==> config.mk <==
export PLATFORM = sky130hd
export DESIGN_NAME = uart_rx_fifo
export DESIGN_NICKNAME = d
export VERILOG_FILES = /design/src/rtl/uart_rx_fifo.sv
export SDC_FILE = /design/constraint.sdc
export NUM_CORES = 1
export LEC_CHECK = 0
export ABC_CLOCK_PERIOD_IN_PS = 3300
export CAP_MARGIN = 20
export CORE_MARGIN = 8
export CORE_UTILIZATION = 60
export DETAILED_ROUTE_END_ITERATION = 12
export PLACE_DENSITY = 0.8
export SYNTH_ARGS = -nofsm -noshare
export SYNTH_HDL_FRONTEND = slang
export SYNTH_SLANG_ARGS = --single-unit
export TNS_END_PERCENT = 30
==> constraint.sdc <==
create_clock -name pClk -period 3.3 [get_ports pClk]
set_clock_uncertainty 0.05 [all_clocks]
set_input_delay 0.66 -clock pClk [delete_from_list [all_inputs] [get_ports pClk]]
set_output_delay 0.66 -clock pClk [all_outputs]
set_load 0.01 [all_outputs]
==> src/rtl/uart_rx_fifo.sv <==
// uart_rx_fifo: receive-side byte buffer between the UART receiver and the
// APB register block. Each rising edge of RxDone captures {~RxStopBit, RxData}
// into a circular FIFO; the oldest entry is presented first-word-fall-through.
//
// Ports:
//   pClk, pReset     clock, asynchronous active-high reset
//   RxDone           frame-complete level; a push occurs on its 0->1 edge
//   RxData, RxStopBit received byte and sampled stop bit (0 = framing error)
//   rd_en            pop request, one pulse per byte (ignored while empty)
//   flush            synchronous clear of contents (overrides push/pop)
//   ovr_clr          clears the sticky overrun flag
//   rd_data, rd_ferr head entry byte and framing-error flag
//   empty, full      occupancy flags
//   level            entry count, 0..DEPTH
//   overrun          sticky: a frame was dropped while full
//   irq_thresh       level >= THRESH
module uart_rx_fifo #(
    parameter int unsigned DEPTH  = 16,
    parameter int unsigned ADDR_W = 4,
    parameter int unsigned THRESH = 8
) (
    input  logic              pClk,
    input  logic              pReset,
    input  logic              RxDone,
    input  logic [7:0]        RxData,
    input  logic              RxStopBit,
    input  logic              rd_en,
    input  logic              flush,
    input  logic              ovr_clr,
    output logic [7:0]        rd_data,
    output logic              rd_ferr,
    output logic              empty,
    output logic              full,
    output logic [ADDR_W:0]   level,
    output logic              overrun,
    output logic              irq_thresh
);

    localparam int unsigned CntW   = ADDR_W + 1;
    localparam int unsigned EntryW = 9;

    logic [EntryW-1:0] mem [DEPTH];
    logic [ADDR_W-1:0] wp;
    logic [ADDR_W-1:0] rp;
    logic [CntW-1:0]   count;
    logic              doneQ;
    logic              overrunQ;

    logic push;
    logic pop;
    logic wrEn;
    logic drop;

    // Edge detect on RxDone; pop only when something is stored
    assign push = RxDone & ~doneQ;
    assign pop  = rd_en & ~empty;

    // A push is accepted when there is room, or when a pop frees a slot this
    // same cycle (full + push + pop writes the slot being vacated).
    assign wrEn = push & ~flush & (~full | pop);
    assign drop = push & ~flush & full & ~pop;

    // Pointer, count, edge-detect and overrun state
    always_ff @(posedge pClk or posedge pReset) begin
        if (pReset) begin
            wp       <= '0;
            rp       <= '0;
            count    <= '0;
            doneQ    <= 1'b0;
            overrunQ <= 1'b0;
        end else begin
            doneQ <= RxDone;

            if (flush) begin
                wp    <= '0;
                rp    <= '0;
                count <= '0;
            end else begin
                if (wrEn) begin
                    wp <= wp + ADDR_W'(1);
                end
                if (pop) begin
                    rp <= rp + ADDR_W'(1);
                end
                if (wrEn && !pop) begin
                    count <= count + CntW'(1);
                end else if (!wrEn && pop) begin
                    count <= count - CntW'(1);
                end
            end

            // Set wins over clear when both happen together
            if (drop) begin
                overrunQ <= 1'b1;
            end else if (ovr_clr) begin
                overrunQ <= 1'b0;
            end
        end
    end

    // Storage array; contents are intentionally not reset
    always_ff @(posedge pClk) begin
        if (wrEn) begin
            mem[wp] <= {~RxStopBit, RxData};
        end
    end

    // Status and head entry decoded from registers
    assign empty      = (count == CntW'(0));
    assign full       = (count == CntW'(DEPTH));
    assign level      = count;
    assign irq_thresh = (count >= CntW'(THRESH));
    assign overrun    = overrunQ;
    assign {rd_ferr, rd_data} = mem[rp];

endmodule

==> results.ini <==
[cts]
clk_latency_ns = 0.52
htree_levels = 4
cts_buffer_depth = 2
cts_buffers = 17
path_clk_slew_ns = 0.07
cts_root_buffer = clkbuf_8
tritoncts = built
cts.sinks = 159

[route]
ant_nets = 0
via_count = 3311
routed_wl_um = 12800
first_pass_iters = 5
drc = 0
dr.first_iter.drc_count = 259
drt-wirelength-per-cell_um = 24.1
vias_per_cell = 6.24

[critical_path]
worst_path_max_delay_cell = mux4_2
path_cells = buf_12, mux4_2, mux4_2, dlygate4sd2_1
worstPathArrival_ns = 2.50
worstPathRequired_ns = 2.59
timing.critical_path.mode_cell = mux4_2
max_stage_delay_ns = 0.58
path_max_fanout = 20
critical_path_buf_inv_count = 2
critPathLaunchType = flip-flop
critPathKind = flip-flop to primary output
cp_top_family = multiplexers
endpoint_kind = primary output

[timing]
slew-limit-headroom = 0.575
period_needed_ns = 3.21
tns_ns = 0
hold_viol = 0
slew_viol_final = 0
fin_crit_sh = 0.972
rsz0062_at_grt = no
fmax_mhz = 312
setup_viol = 0
worstMarginPinSlew_ns = 0.637

[floorplan]
die_x_um = 121
initial_core_util = 0.610
rows = 38
ios = 33
dieArea_mm2 = 0.0146
die_height_um = 121
core-area_mm2 = 0.0108

[place]
place_area_mm2 = 0.00720
io_buffers = 32
gp_congestion = 0.905
dp_hpwl_um = 8220

[pwr]
ir_drop_uv = 399
power_density_mw_per_mm2 = 699
cellLeakagePower_nw = 2.65

[cells_and_area]
diodes = 0
fillers = 630
fin_area_mm2 = 0.00781
drive_above_1_share = 0.299
final_nets = 403
fin_util = 0.724
area_growth_pct = 18.7

[grt]
grt_max_degree = 40
grt_pass1_wl_um = 19600
overflow = 0
grt_use_met2 = 0.308
met3_usage = 0.0517
track_usage = 0.187
grt-busiest-layer = met2
antenna_found_initial = 1
grt_pass1_vias = 3445
use_met1 = 0.225

[logic_synthesis]
synth_area_mm2 = 0.00658
synthArstFlopShare = 0.0943
synth_edf_count = 144
yosys_warnings = 0
syn_inst = 318
ys_seq_area_frac = 0.714
synth.ff_latch_count = 159
ys.flop_type = edfxtp_1
syn_area_per_cell_um2 = 20.7
syn-num-nets = 343
netlist-cell-type-count = 47

[status]
status = complete, no violations

[min_path]
min_path_type = input pin to async pin

[run]
maxCapViolations = 0

[flip-flops by register name (all words and copies together), names as in the netlist]
name     count
wp           4
doneQ        1
overrun      1
mem        144
rp           4
level        5
[layout make-up]
cell class	instances	area, um^2	share of cell area
Sequential cell	159	4700	0.602
Multi-Input combinational cell	137	1760	0.226
Timing Repair Buffer	58	542	0.0694
Clock buffer	17	414	0.0530
Clock inverter	15	196	0.0252
Tap cell	140	175	0.0224
Inverter	5	18.8	0.00240
[routing by layer]
layer | wire length (um) | vias up
met2 | 6710 | 143
met1 | 4850 | 1710
met5 | 10 | -
met4 | 252 | 2
met3 | 960 | 21
li1 | - | 1435
[repair_timing]
action | in CTS | in global routing
buffers inserted | 1 | 0
endpoints found under the setup margin | 9 | 0
resized for setup | 9 | 0
hold buffers | 0 | 0
[final timing paths]
kind                          start         end  slack, ns  depth (start not counted)
min                          pReset     overrun       0.45                          2
max                           rp[0]  rd_data[4]       0.09                          4
max in group asynchronous    pReset       rp[0]       2.32                          2
min reg2reg                 overrun     overrun       0.46                          1
min in group pClk           overrun     overrun       0.46                          1
max reg2reg                level[0]    level[4]       0.41                          8
[cells in the final DEF, fill, tap and decap left out, types with 2 or more instances in the layout]
cell type        count
clkdlybuf4s50_1     23
and2_1               5
a21oi_1              5
buf_12               3
nand2_1              4
ha_1                 9
dlygate4sd2_1        9
clkinv_4             3
nor2_1              11
dfrtp_1             14
and3_1               5
nand3_1              5
mux2_4               4
buf_4               23
inv_1                5
xor2_1               3
mux2i_1              2
clkbuf_16           16
o211ai_1             2
inv_6                7
edfxtp_1           144
and4_1               4
xnor2_1              2
nor2b_1              3
bufinv_16            3
mux4_2              45
nor3b_1              5
[per-stage QoR]
stage	setup slack (ns)	instances	hold WS [ns]	total power (W)
after floorplan	0.336	318	0.496	0.00314
after global placement	0.161	498	0.451	0.00351
after detailed placement	0.0726	498	0.447	0.00354
after CTS	0.0408	531	0.445	0.00551
after global routing	0.00984	531	0.481	0.00565
final	0.0920	531	0.449	0.00546
[power by group]
part           total [W]  switching [W]  leakage, nW  internal (W)
combinational    0.00114       0.000508        0.855      0.000635
clock            0.00200       0.000822        0.297       0.00118
sequential       0.00232      0.0000788         1.49       0.00224
total            0.00546        0.00141         2.65       0.00405
[logic make-up after synthesis]
kind of cell / after synthesis / share of synthesized area
AOI/OAI and AO/OA: 20 / 0.0259
adders and majority gates: 10 / 0.0202
muxes: 52 / 0.168
buffers and inverters: 22 / 0.0183
DFF: 159 / 0.714
xor gates and xnor gates: 5 / 0.00666
and+or+nand+nor: 50 / 0.0471
[synthesized netlist by cell type, types with 2 or more instances]
cell | instances | area share
a21oi_1 | 5 | 0.0038
and2_1 | 5 | 0.0048
and3_1 | 5 | 0.0048
and4_1 | 4 | 0.0053
buf_1 | 3 | 0.0017
buf_2 | 6 | 0.0046
buf_4 | 2 | 0.0023
buf_6 | 3 | 0.0051
clkbuf_1 | 3 | 0.0017
dfrtp_1 | 15 | 0.057
edfxtp_1 | 144 | 0.66
ha_1 | 9 | 0.017
inv_1 | 5 | 0.0029
mux2_4 | 4 | 0.0091
mux2i_1 | 2 | 0.0030
mux4_2 | 45 | 0.15
nand2_1 | 4 | 0.0023
nand3_1 | 5 | 0.0038
nor2_1 | 11 | 0.0063
nor2b_1 | 3 | 0.0029
nor3b_1 | 5 | 0.0057
o211ai_1 | 2 | 0.0023
xnor2_1 | 2 | 0.0027
xor2_1 | 3 | 0.0040
Note: power is estimated with default switching activity, not from simulation.
